`src/rtl/cpu_hazard_pkg.sv`:
```
// Shared types and helpers for the pipeline hazard/forwarding controller.
// Holds the forwarding-select encoding, the per-stage shadow record and
// the "does this stage produce register r" predicate used by both the
// EX forwarding muxes and the optional WB->ID bypass.
package cpu_hazard_pkg;

    localparam int unsigned HZ_REG_ADDR_W = 5;

    // Forwarding mux select for the EX operands
    typedef enum logic [1:0] {
        FWD_RF  = 2'b00,
        FWD_WB  = 2'b01,
        FWD_MEM = 2'b10
    } fwd_sel_e;

    // Shadow copy of what an instruction in a stage reads and writes
    typedef struct packed {
        logic                     valid;
        logic [HZ_REG_ADDR_W-1:0] rs1;
        logic [HZ_REG_ADDR_W-1:0] rs2;
        logic [HZ_REG_ADDR_W-1:0] rd;
        logic                     regwrite;
        logic                     memread;
    } stage_info_t;

    localparam int unsigned HZ_STAGE_W = $bits(stage_info_t);

    // All-zero record: an empty stage / pipeline bubble
    localparam stage_info_t STAGE_BUBBLE = {HZ_STAGE_W{1'b0}};

    // Register x0 is hard-wired zero and never forwarded
    localparam logic [HZ_REG_ADDR_W-1:0] HZ_X0 = {HZ_REG_ADDR_W{1'b0}};

    // True when the stage will write a live value into register r
    function automatic logic writes_reg(input stage_info_t s,
                                        input logic [HZ_REG_ADDR_W-1:0] r);
        return s.valid && s.regwrite && (s.rd != HZ_X0) && (s.rd == r);
    endfunction

    // Pick the youngest producer of rs; MEM is younger than WB
    function automatic fwd_sel_e fwd_select(input stage_info_t mem_s,
                                            input stage_info_t wb_s,
                                            input logic [HZ_REG_ADDR_W-1:0] rs);
        fwd_sel_e sel;
        if (writes_reg(mem_s, rs)) begin
            sel = FWD_MEM;
        end else if (writes_reg(wb_s, rs)) begin
            sel = FWD_WB;
        end else begin
            sel = FWD_RF;
        end
        return sel;
    endfunction

endpackage

```
`src/rtl/hazard_fwd_unit_if.sv`:
```
// Pipeline <-> hazard/forwarding controller bundle.
// master: the pipeline datapath driving ID info and stage controls.
// slave : the hazard_fwd_unit consuming them and returning mux/stall/flush.
interface hazard_fwd_unit_if #(
    parameter int unsigned REG_ADDR_W = cpu_hazard_pkg::HZ_REG_ADDR_W
);
    logic                  id_valid;
    logic [REG_ADDR_W-1:0] id_rs1;
    logic [REG_ADDR_W-1:0] id_rs2;
    logic                  id_uses_rs1;
    logic                  id_uses_rs2;
    logic [REG_ADDR_W-1:0] id_rd;
    logic                  id_regwrite;
    logic                  id_memread;
    logic                  ex_branch_taken;
    logic                  mem_stall;

    logic [1:0]            fwd_a;
    logic [1:0]            fwd_b;
    logic                  stall_if_id;
    logic                  flush_if_id;
    logic                  flush_id_ex;
    logic                  id_byp_a;
    logic                  id_byp_b;

    modport master (
        output id_valid, id_rs1, id_rs2, id_uses_rs1, id_uses_rs2,
        output id_rd, id_regwrite, id_memread, ex_branch_taken, mem_stall,
        input  fwd_a, fwd_b, stall_if_id, flush_if_id, flush_id_ex,
        input  id_byp_a, id_byp_b
    );

    modport slave (
        input  id_valid, id_rs1, id_rs2, id_uses_rs1, id_uses_rs2,
        input  id_rd, id_regwrite, id_memread, ex_branch_taken, mem_stall,
        output fwd_a, fwd_b, stall_if_id, flush_if_id, flush_id_ex,
        output id_byp_a, id_byp_b
    );
endinterface

```
`src/rtl/hazard_stage_reg.sv`:
```
// One shadow pipeline stage: mirrors the real pipeline register beside it.
// Holds while the data memory is waiting, loads a bubble when asked,
// otherwise takes the record from the previous stage.
module hazard_stage_reg
    import cpu_hazard_pkg::*;
(
    input  logic        clk,
    input  logic        rst_n,
    input  logic        hold_i,
    input  logic        bubble_i,
    input  stage_info_t d_i,
    output stage_info_t q_o
);

    stage_info_t info_q;
    stage_info_t info_d;

    // Next-state select: hold has priority so a frozen pipeline loses nothing
    always_comb begin
        info_d = info_q;
        if (hold_i) begin
            info_d = info_q;
        end else if (bubble_i) begin
            info_d = STAGE_BUBBLE;
        end else begin
            info_d = d_i;
        end
    end

    // Stage register, empty (valid=0) out of reset
    always_ff @(posedge clk or negedge rst_n) begin
        if (!rst_n) begin
            info_q <= STAGE_BUBBLE;
        end else begin
            info_q <= info_d;
        end
    end

    assign q_o = info_q;

endmodule

```
`src/rtl/hazard_fwd_unit.sv`:
```
// Hazard and forwarding controller for a 5-stage RISC-V pipeline.
// Shadows EX/MEM/WB destination/source info, drives the EX operand
// forwarding selects, load-use stall/bubble and taken-branch flushes.
// Optional feature macro: HAZARD_ID_BYPASS_EN enables the WB->ID bypass
// outputs (for a register file that is not write-first); otherwise
// id_byp_a/id_byp_b are tied low.
// REG_ADDR_W must match cpu_hazard_pkg::HZ_REG_ADDR_W; LOAD_USE_BUBBLES is 1..3.
// Stall/flush outputs are not masked by mem_stall; the pipeline qualifies
// them with its own advance condition.
module hazard_fwd_unit
    import cpu_hazard_pkg::*;
#(
    parameter int unsigned REG_ADDR_W       = HZ_REG_ADDR_W,
    parameter int unsigned LOAD_USE_BUBBLES = 1
) (
    input  logic              clk,
    input  logic              rst_n,
    hazard_fwd_unit_if.slave  bus
);

    localparam int unsigned     CNT_W    = 2;
    localparam logic [CNT_W-1:0] CNT_ZERO = 2'd0;
    localparam logic [CNT_W-1:0] CNT_ONE  = 2'd1;
    localparam logic [CNT_W-1:0] CNT_LOAD = CNT_W'(LOAD_USE_BUBBLES - 32'd1);

    logic [REG_ADDR_W-1:0] id_rs1_s;
    logic [REG_ADDR_W-1:0] id_rs2_s;
    logic [REG_ADDR_W-1:0] id_rd_s;
    stage_info_t           id_info_s;
    stage_info_t           ex_q;
    stage_info_t           mem_q;
    stage_info_t           wb_q;

    logic                  advance_s;
    logic                  hazard_s;
    logic                  branch_s;
    logic                  stall_s;
    logic                  flush_id_ex_s;
    logic                  byp_a_s;
    logic                  byp_b_s;
    fwd_sel_e              fwd_a_s;
    fwd_sel_e              fwd_b_s;
    logic [CNT_W-1:0]      bubble_cnt_q;
    logic [CNT_W-1:0]      bubble_cnt_d;
    logic                  unused_wb_fields_s;

    assign id_rs1_s  = bus.id_rs1;
    assign id_rs2_s  = bus.id_rs2;
    assign id_rd_s   = bus.id_rd;
    assign advance_s = !bus.mem_stall;

    // Pack the ID-stage instruction into a shadow record
    always_comb begin
        id_info_s          = STAGE_BUBBLE;
        id_info_s.valid    = bus.id_valid;
        id_info_s.rs1      = id_rs1_s;
        id_info_s.rs2      = id_rs2_s;
        id_info_s.rd       = id_rd_s;
        id_info_s.regwrite = bus.id_regwrite;
        id_info_s.memread  = bus.id_memread;
    end

    hazard_stage_reg u_ex_stage (
        .clk      (clk),
        .rst_n    (rst_n),
        .hold_i   (bus.mem_stall),
        .bubble_i (flush_id_ex_s),
        .d_i      (id_info_s),
        .q_o      (ex_q)
    );

    hazard_stage_reg u_mem_stage (
        .clk      (clk),
        .rst_n    (rst_n),
        .hold_i   (bus.mem_stall),
        .bubble_i (1'b0),
        .d_i      (ex_q),
        .q_o      (mem_q)
    );

    hazard_stage_reg u_wb_stage (
        .clk      (clk),
        .rst_n    (rst_n),
        .hold_i   (bus.mem_stall),
        .bubble_i (1'b0),
        .d_i      (mem_q),
        .q_o      (wb_q)
    );

    // WB only needs rd/regwrite/valid; its source fields are shadow baggage
    assign unused_wb_fields_s = ^{wb_q.rs1, wb_q.rs2, wb_q.memread};

    // EX operand forwarding, zero latency from the current shadow stages
    always_comb begin
        fwd_a_s = fwd_select(mem_q, wb_q, ex_q.rs1);
        fwd_b_s = fwd_select(mem_q, wb_q, ex_q.rs2);
    end

    // Load in EX whose result the ID instruction needs next cycle
    always_comb begin
        hazard_s = 1'b0;
        if (ex_q.valid && ex_q.memread && (ex_q.rd != HZ_X0) && bus.id_valid) begin
            hazard_s = (bus.id_uses_rs1 && (id_rs1_s == ex_q.rd)) ||
                       (bus.id_uses_rs2 && (id_rs2_s == ex_q.rd));
        end else begin
            hazard_s = 1'b0;
        end
    end

    assign branch_s = bus.ex_branch_taken && ex_q.valid;

    // Stall/flush decode: a taken branch kills the younger instructions, so it overrides any stall
    always_comb begin
        stall_s       = 1'b0;
        flush_id_ex_s = 1'b0;
        if (branch_s) begin
            stall_s       = 1'b0;
            flush_id_ex_s = 1'b1;
        end else if (hazard_s || (bubble_cnt_q != CNT_ZERO)) begin
            stall_s       = 1'b1;
            flush_id_ex_s = 1'b1;
        end else begin
            stall_s       = 1'b0;
            flush_id_ex_s = 1'b0;
        end
    end

    // Remaining-bubble count after the current one; only moves on advancing cycles
    always_comb begin
        bubble_cnt_d = bubble_cnt_q;
        if (!advance_s) begin
            bubble_cnt_d = bubble_cnt_q;
        end else if (branch_s) begin
            bubble_cnt_d = CNT_ZERO;
        end else if (bubble_cnt_q != CNT_ZERO) begin
            bubble_cnt_d = bubble_cnt_q - CNT_ONE;
        end else if (hazard_s) begin
            bubble_cnt_d = CNT_LOAD;
        end else begin
            bubble_cnt_d = CNT_ZERO;
        end
    end

    // Bubble counter register; reset aborts any stall in progress
    always_ff @(posedge clk or negedge rst_n) begin
        if (!rst_n) begin
            bubble_cnt_q <= CNT_ZERO;
        end else begin
            bubble_cnt_q <= bubble_cnt_d;
        end
    end

`ifdef HAZARD_ID_BYPASS_EN
    // WB->ID bypass for a register file that returns the old value on same-cycle write
    always_comb begin
        byp_a_s = writes_reg(wb_q, id_rs1_s) && bus.id_uses_rs1;
        byp_b_s = writes_reg(wb_q, id_rs2_s) && bus.id_uses_rs2;
    end
`else
    // Register file is write-first; no ID bypass needed
    always_comb begin
        byp_a_s = 1'b0;
        byp_b_s = 1'b0;
    end
`endif

    assign bus.fwd_a       = fwd_a_s;
    assign bus.fwd_b       = fwd_b_s;
    assign bus.stall_if_id = stall_s;
    assign bus.flush_if_id = branch_s;
    assign bus.flush_id_ex = flush_id_ex_s;
    assign bus.id_byp_a    = byp_a_s;
    assign bus.id_byp_b    = byp_b_s;

endmodule

```
`src/flat_wrapper.sv`:
```
// flat-port wrapper written by rule: the top's interface ports become plain ports
module hazard_fwd_unit_flat import cpu_hazard_pkg::*;
#(
    parameter int unsigned REG_ADDR_W       = HZ_REG_ADDR_W,
    parameter int unsigned LOAD_USE_BUBBLES = 1
)
  (clk, rst_n, bus_id_valid, bus_id_rs1, bus_id_rs2, bus_id_uses_rs1, bus_id_uses_rs2, bus_id_rd, bus_id_regwrite, bus_id_memread, bus_ex_branch_taken, bus_mem_stall, bus_fwd_a, bus_fwd_b, bus_stall_if_id, bus_flush_if_id, bus_flush_id_ex, bus_id_byp_a, bus_id_byp_b);
  hazard_fwd_unit_if #(.REG_ADDR_W(REG_ADDR_W)) bus_i ();
  input  logic clk;
  input  logic rst_n;
  input wire logic [$bits(bus_i.id_valid)-1:0] bus_id_valid;
  input wire logic [$bits(bus_i.id_rs1)-1:0] bus_id_rs1;
  input wire logic [$bits(bus_i.id_rs2)-1:0] bus_id_rs2;
  input wire logic [$bits(bus_i.id_uses_rs1)-1:0] bus_id_uses_rs1;
  input wire logic [$bits(bus_i.id_uses_rs2)-1:0] bus_id_uses_rs2;
  input wire logic [$bits(bus_i.id_rd)-1:0] bus_id_rd;
  input wire logic [$bits(bus_i.id_regwrite)-1:0] bus_id_regwrite;
  input wire logic [$bits(bus_i.id_memread)-1:0] bus_id_memread;
  input wire logic [$bits(bus_i.ex_branch_taken)-1:0] bus_ex_branch_taken;
  input wire logic [$bits(bus_i.mem_stall)-1:0] bus_mem_stall;
  output wire logic [$bits(bus_i.fwd_a)-1:0] bus_fwd_a;
  output wire logic [$bits(bus_i.fwd_b)-1:0] bus_fwd_b;
  output wire logic [$bits(bus_i.stall_if_id)-1:0] bus_stall_if_id;
  output wire logic [$bits(bus_i.flush_if_id)-1:0] bus_flush_if_id;
  output wire logic [$bits(bus_i.flush_id_ex)-1:0] bus_flush_id_ex;
  output wire logic [$bits(bus_i.id_byp_a)-1:0] bus_id_byp_a;
  output wire logic [$bits(bus_i.id_byp_b)-1:0] bus_id_byp_b;
  assign bus_i.id_valid = bus_id_valid;
  assign bus_i.id_rs1 = bus_id_rs1;
  assign bus_i.id_rs2 = bus_id_rs2;
  assign bus_i.id_uses_rs1 = bus_id_uses_rs1;
  assign bus_i.id_uses_rs2 = bus_id_uses_rs2;
  assign bus_i.id_rd = bus_id_rd;
  assign bus_i.id_regwrite = bus_id_regwrite;
  assign bus_i.id_memread = bus_id_memread;
  assign bus_i.ex_branch_taken = bus_ex_branch_taken;
  assign bus_i.mem_stall = bus_mem_stall;
  assign bus_fwd_a = bus_i.fwd_a;
  assign bus_fwd_b = bus_i.fwd_b;
  assign bus_stall_if_id = bus_i.stall_if_id;
  assign bus_flush_if_id = bus_i.flush_if_id;
  assign bus_flush_id_ex = bus_i.flush_id_ex;
  assign bus_id_byp_a = bus_i.id_byp_a;
  assign bus_id_byp_b = bus_i.id_byp_b;
  hazard_fwd_unit #(.REG_ADDR_W(REG_ADDR_W), .LOAD_USE_BUBBLES(LOAD_USE_BUBBLES)) u_core (.clk(clk), .rst_n(rst_n), .bus(bus_i));
endmodule
```
`config.mk`:
```
export PLATFORM = sky130hd
export DESIGN_NAME = hazard_fwd_unit_flat
export DESIGN_NICKNAME = d
export VERILOG_FILES = /design/src/rtl/cpu_hazard_pkg.sv /design/src/rtl/hazard_fwd_unit_if.sv /design/src/rtl/hazard_stage_reg.sv /design/src/rtl/hazard_fwd_unit.sv /design/src/flat_wrapper.sv
export SDC_FILE = /design/constraint.sdc
export NUM_CORES = 1
export LEC_CHECK = 0
export ABC_AREA = 1
export CORE_MARGIN = 2
export CORE_UTILIZATION = 25
export DETAILED_ROUTE_END_ITERATION = 8
export SETUP_SLACK_MARGIN = 0.1
export SLEW_MARGIN = 20
export SYNTH_ARGS = -nofsm -noshare
export SYNTH_HDL_FRONTEND = slang
export SYNTH_SLANG_ARGS = --single-unit
```
`constraint.sdc`:
```
create_clock -name clk -period 1.52 [get_ports clk]
set_input_delay 0.304 -clock clk [delete_from_list [all_inputs] [get_ports clk]]
set_output_delay 0.304 -clock clk [all_outputs]
set_load 0.05 [all_outputs]
```
==> results.yml, run 1 <==
outcome:
  status: "finished, violations left"
  violations: "setup timing"
synth:
  synthArstFlopShare: 1.00
  synth_area_um2: 1980
  yosysUniqueCellTypes: 23
  avgSynthCellArea_um2: 7.29
  yosysSeqAreaShare: 0.429
  synth_edf_count: 0
  ys_ff_latch: 34
  synthCells: 272
  ys.flop_type: "dfrtp_1"
  yosys_warnings: 0
critical_path:
  reg2reg_to: "u_core.u_ex_stage.q_o[10]"
  cp.required_ns: 1.22
  r2r_cells: 11
  worst-path-buf-inv: 2
  regToRegStartpoint: "u_core.u_ex_stage.q_o[6]"
  slowest_delay_ns: 0.44
  critPathLaunchType: "register"
  path_class: "register to output port"
  endpoint_kind: "output port"
  path_delay_family: "flip-flops"
  crit_slowest_cell: "dfrtp_2"
  crit_fanout: 4
  reg2reg_slack_ns: -0.02
  cp_cell_sequence: "xnor2_1 -> nand3_2 -> nor4_4 -> buf_4 -> buf_12"
  cp.arrival_ns: 1.64
cells_and_area:
  fin_cells: 443
  nets: 364
  multi_input_area_um2: 1090
  drive_gt1_frac: 0.299
  seq_area_um2: 861
  area_growth_pct: 53.1
  design_area_um2: 3040
  nFillCells: 793
  diodes: 0
die:
  die-area_um2: 8660
  die_h_um: 93.1
  start_util: 0.258
  fp-row-count: 32
  ios: 33
  core_area_um2: 7690
  die_x_um: 93.1
route:
  drtAntennaViolNets: 0
  vias: 1905
  vias_per_cell: 4.30
  firstDrtPassIters: 4
  wl_per_cell_um: 11.5
  drt_wl_total_um: 5100
  drt_iter0_drc: 125
  drc: 0
sta:
  worst_slack_ns: -0.419
  setup_viol: 10
  slew_viol_final: 0
  period_share: 1.28
  rsz0062_at_grt: "yes"
  hold_violations: 0
  setup_tns_ns: -2.25
  layout_min_cycle_time_ns: 1.94
  hold_ws_ns: 0.384
  finClkSkew_ns: 0.00432
  max_freq_ghz: 0.516
clocking:
  cts-root-buf: "clkbuf_8"
  clk_latency_ns: 0.28
  hold_buffers: 0
  clock_path_buffers: 2
  cts_tree: "built"
  cts_inserted_buffers: 5
  clock-sinks: 34
  h-tree-depth: 2
  clk_pin_slew_ns: 0.07
place:
  gp_congestion: 0.858
  place.port_buffers: 30
  dp.cells: 424
  place_area_um2: 2740
  hpwl_um: 3720
  dp_slack_ns: -0.446
global_route:
  grt_antenna_before_repair: 0
  grt_overflow: 0
  grt_pass1_vias: 1815
  grt_max_degree: 48
  grt_pass1_wl_um: 8670
  grtUsageTotal: 0.126
power_and_ir_drop:
  power_density_nw_per_um2: 834
  max-vdd-ir-drop_uv: 432
  leakagePower_nw: 1.54
worst_hold_path:
  hold_path_class: "input pin to async pin"
flow_run:
  cap_violations: 0
worst reg2reg max path: stages, from the launching register on:
cell and delay (ns):
dfrtp_1 0.42, buf_6 0.14, nand2_2 0.05, nand2_2 0.05
nor2_1 0.09, nand3_1 0.08, nand2_2 0.09, nand2_4 0.07
buf_6 0.14, buf_8 0.12, nand4_1 0.10, nand2_1 0.07
worst max path at each step:
stage	start	to	cells after the start
after floorplan	u_core.u_mem_stage.q_o[5]	bus_fwd_a[0]	5
after global placement	bus_id_rs1[4]	bus_stall_if_id	10
after detailed placement	bus_id_rs1[4]	bus_stall_if_id	10
after CTS	u_core.u_mem_stage.q_o[4]	bus_fwd_a[1]	5
after global routing	u_core.u_mem_stage.q_o[2]	bus_fwd_a[1]	5
final	u_core.u_mem_stage.q_o[4]	bus_fwd_a[1]	5
logic make-up after synthesis:
group	synth area share
and+or+nand+nor	0.338
other	0.00189
AOI/OAI and AO/OA	0.0391
buffers and inverters	0.103
DFF	0.429
xor gates and xnor gates	0.0883
report_power, final:
part           leakage [nW]  switching [mW]  internal [mW]
sequential            0.421           0.123           1.01
clock                0.0482           0.331          0.365
combinational          1.07           0.348          0.355
final cells by class:
cell class	instances	share of cell area
repair buffers	74	0.246
multi-input cells	194	0.359
well taps	102	0.0420
clock inverters	1	0.00165
flip-flops and latches	34	0.284
clock buffers	7	0.0284
inverters	31	0.0396
metrics by stage:
| stage | total power, mW | utilization |
|---|---|---|
| finish | 2.53 | 0.395 |
| global route | 2.70 | 0.395 |
| CTS | 2.50 | 0.380 |
| detailed placement | 1.76 | 0.356 |
| global placement | 1.75 | 0.356 |
| floorplan | 1.48 | - |
cells in the final DEF (no fill, tap or decap), types with 6 or more instances in the layout:
master / n
clkbuf_8: 6
dfrtp_1: 26
clkdlybuf4s50_1: 11
buf_12: 9
o21ai_0: 10
nand2_1: 84
dlygate4sd2_1: 11
dfrtp_2: 8
inv_1: 22
buf_4: 36
nand4_1: 23
xor2_1: 10
inv_2: 7
nor2_1: 26
nand2_2: 6
sequential cells by signal, indices dropped and copies added, names as in the netlist:
name,flops
u_core.u_wb_stage.q_o,7
u_core.u_mem_stage.q_o,7
u_core.u_ex_stage.q_o,18
u_core.bubble_cnt_q,2
synthesized netlist by cell type (3+ instances only):
cell type | count | area share
xnor2_1 | 10 | 0.044
nor2_1 | 32 | 0.061
nand2_1 | 90 | 0.17
buf_2 | 5 | 0.013
inv_1 | 25 | 0.047
clkbuf_1 | 4 | 0.0076
buf_6 | 3 | 0.017
inv_2 | 5 | 0.0095
nand4_1 | 23 | 0.073
dfrtp_1 | 34 | 0.43
nor3_1 | 3 | 0.0076
nand3_1 | 7 | 0.018
o21ai_0 | 10 | 0.025
xor2_1 | 10 | 0.044
what timing repair did:
| item | in CTS | in global routing |
|---|---|---|
| pin swaps | 17 | 20 |
| resized for setup | 27 | 19 |
| hold endpoints to repair | 0 | 0 |
| cloned | 0 | 1 |
| buffers inserted | 7 | 3 |
| setup endpoints to repair | 25 | 25 |
layer usage:
metal | share of wire | global-route usage | vias to the layer above
li1 | - | - | 991
met1 | 0.46 | 0.169 | 861
met2 | 0.48 | 0.204 | 47
met3 | 0.047 | 0.0274 | 6
met4 | 0.012 | 0.0368 | 0
met5 | 0 | 0 | -
(Power assumes the default switching activity.)
==> run 2: changes to the inputs <==
--- a/config.mk
+++ b/config.mk
@@ -7,8 +7,9 @@
 export LEC_CHECK = 0
 export ABC_AREA = 1
 export CORE_MARGIN = 2
-export CORE_UTILIZATION = 25
+export CORE_UTILIZATION = 45
 export DETAILED_ROUTE_END_ITERATION = 8
+export PLACE_DENSITY = 0.69
 export SETUP_SLACK_MARGIN = 0.1
 export SLEW_MARGIN = 20
 export SYNTH_ARGS = -nofsm -noshare
==> results.yml, run 2 (same netlist as run 1, synthesis figures left out) <==
power_and_ir_drop:
  p_total_mw: 2.50
  leakagePower_nw: 1.53
  max-vdd-ir-drop_uv: 493
  power_density_nw_per_um2: 847
sta:
  layout_min_cycle_time_ns: 1.95
  finClkSkew_ns: 0.00516
  hold_violations: 0
  slew_viol_final: 0
  period_share: 1.28
  rsz0062_at_grt: "yes"
  worst_slack_ns: -0.430
  setup_viol: 25
  max_freq_ghz: 0.513
cells_and_area:
  seq_area_um2: 858
  design_area_um2: 2950
  fin_cells: 396
  nFillCells: 361
  nets: 366
  area_growth_pct: 48.8
  final_common_cell: "nand2_1"
  utilization: 0.687
  drive_gt1_frac: 0.277
  multi_input_area_um2: 1040
  largest_reg_flops: 18
  mostFrequentLayoutCells: "88 x nand2_1, 35 x buf_4, 28 x dfrtp_1, 26 x nor2_1, 23 x nand4_1"
place:
  dp.cells: 373
  hpwl_um: 3590
  place.port_buffers: 30
  dp_slack_ns: -0.400
  gp_congestion: 0.826
  place_area_um2: 2670
clocking:
  clk_latency_ns: 0.29
  clock-sinks: 34
  cts-root-buf: "clkbuf_8"
  clk_pin_slew_ns: 0.07
  h-tree-depth: 2
  hold_buffers: 0
  clock_path_buffers: 2
  cts_tree: "built"
  cts_inserted_buffers: 5
route:
  drc: 0
  firstDrtPassIters: 4
  drtAntennaViolNets: 0
  drt_wl_total_um: 5070
  vias_per_cell: 4.85
  vias: 1919
  wl_per_cell_um: 12.8
  drt_iter0_drc: 133
global_route:
  grt_use_met3: 0.0534
  grt_antenna_before_repair: 1
  met2_usage: 0.353
  grt_pass1_vias: 1775
  grt_overflow: 0
  gr-usage-met1: 0.283
  grt.busiest_layer: "met2"
  grtUsageTotal: 0.217
  grt_max_degree: 36
  grt_pass1_wl_um: 8310
die:
  core_area_um2: 4290
  fp-row-count: 24
  die_x_um: 70.4
  ios: 33
  die-area_um2: 4950
  start_util: 0.462
  die_h_um: 70.4
outcome:
  violations: "setup timing"
  status: "finished, violations left"
critical_path:
  reg2reg_slack_ns: -0.10
  critPathLaunchType: "register"
  cp.required_ns: 1.22
  endpoint_kind: "output port"
  crit_start: "u_core.u_mem_stage.q_o[5]"
  regToRegStartpoint: "u_core.u_ex_stage.q_o[6]"
  cp.arrival_ns: 1.65
  path_class: "register to output port"
  crit_fanout: 3
flow_run:
  cap_violations: 0
worst_hold_path:
  hold_path_class: "input pin to async pin"
## run 2: cell type report
type / count / share of cell area
multi-input combinational: 194 / 0.353
sequential: 34 / 0.291
timing repair buffer: 76 / 0.262
inverter: 31 / 0.0407
clock buffer: 7 / 0.0292
tap: 52 / 0.0220
clock inverter: 1 / 0.00170
antenna: 1 / 0.000848
## run 2: routing by layer
metal  up-vias  share of wire
met5         -              0
li1        994              -
met1       880           0.44
met2        36           0.51
met4         0          0.021
met3         9          0.031
## run 2: repair_timing
action / in CTS / in global routing
setup endpoints to repair: 25 / 25
setup buffers: 8 / 7
cloned: 0 / 1
gates resized for setup: 20 / 21
pin swaps: 19 / 15
## run 2: metrics by stage
step | hold slack (ns) | TNS [ns]
after global routing | 0.399 | -5.96
after floorplan | 0.00841 | -1.01
after detailed placement | 0.462 | -5.52
after CTS | 0.379 | -2.33
final | 0.374 | -3.52
after global placement | 0.451 | -5.10
## run 2: worst max-delay path, cell delays in order, from the launching register on
cell and delay [ns]:
dfrtp_2 0.43, buf_6 0.13, xor2_2 0.15, nor4_4 0.30, buf_4 0.17, nor2_4 0.03, buf_12 0.14
## run 2: power by group
part	switching, mW	internal [mW]
sequential	0.125	1.01
combinational	0.337	0.331
clock	0.336	0.365
total	0.798	1.70
## run 2: final timing paths
| kind | endpoint | cells past startpoint |
|---|---|---|
| min in group clk | u_core.u_ex_stage.q_o[1] | 3 |
| min | u_core.u_wb_stage.q_o[3] | 2 |
| min reg2reg | u_core.u_mem_stage.q_o[1] | 2 |
| max | bus_fwd_b[0] | 6 |
| max in group asynchronous | u_core.u_mem_stage.q_o[3] | 2 |
| max reg2reg | u_core.u_ex_stage.q_o[10] | 12 |
==> run 3: changes to the inputs <==
--- a/config.mk
+++ b/config.mk
@@ -9,6 +9,7 @@
 export CORE_MARGIN = 2
 export CORE_UTILIZATION = 45
 export DETAILED_ROUTE_END_ITERATION = 8
+export GPL_ROUTABILITY_DRIVEN = 0
 export PLACE_DENSITY = 0.69
 export SETUP_SLACK_MARGIN = 0.1
 export SLEW_MARGIN = 20
==> results of run 3 <==
No change in the layout: final DEF, timing and power equal those of run 2.
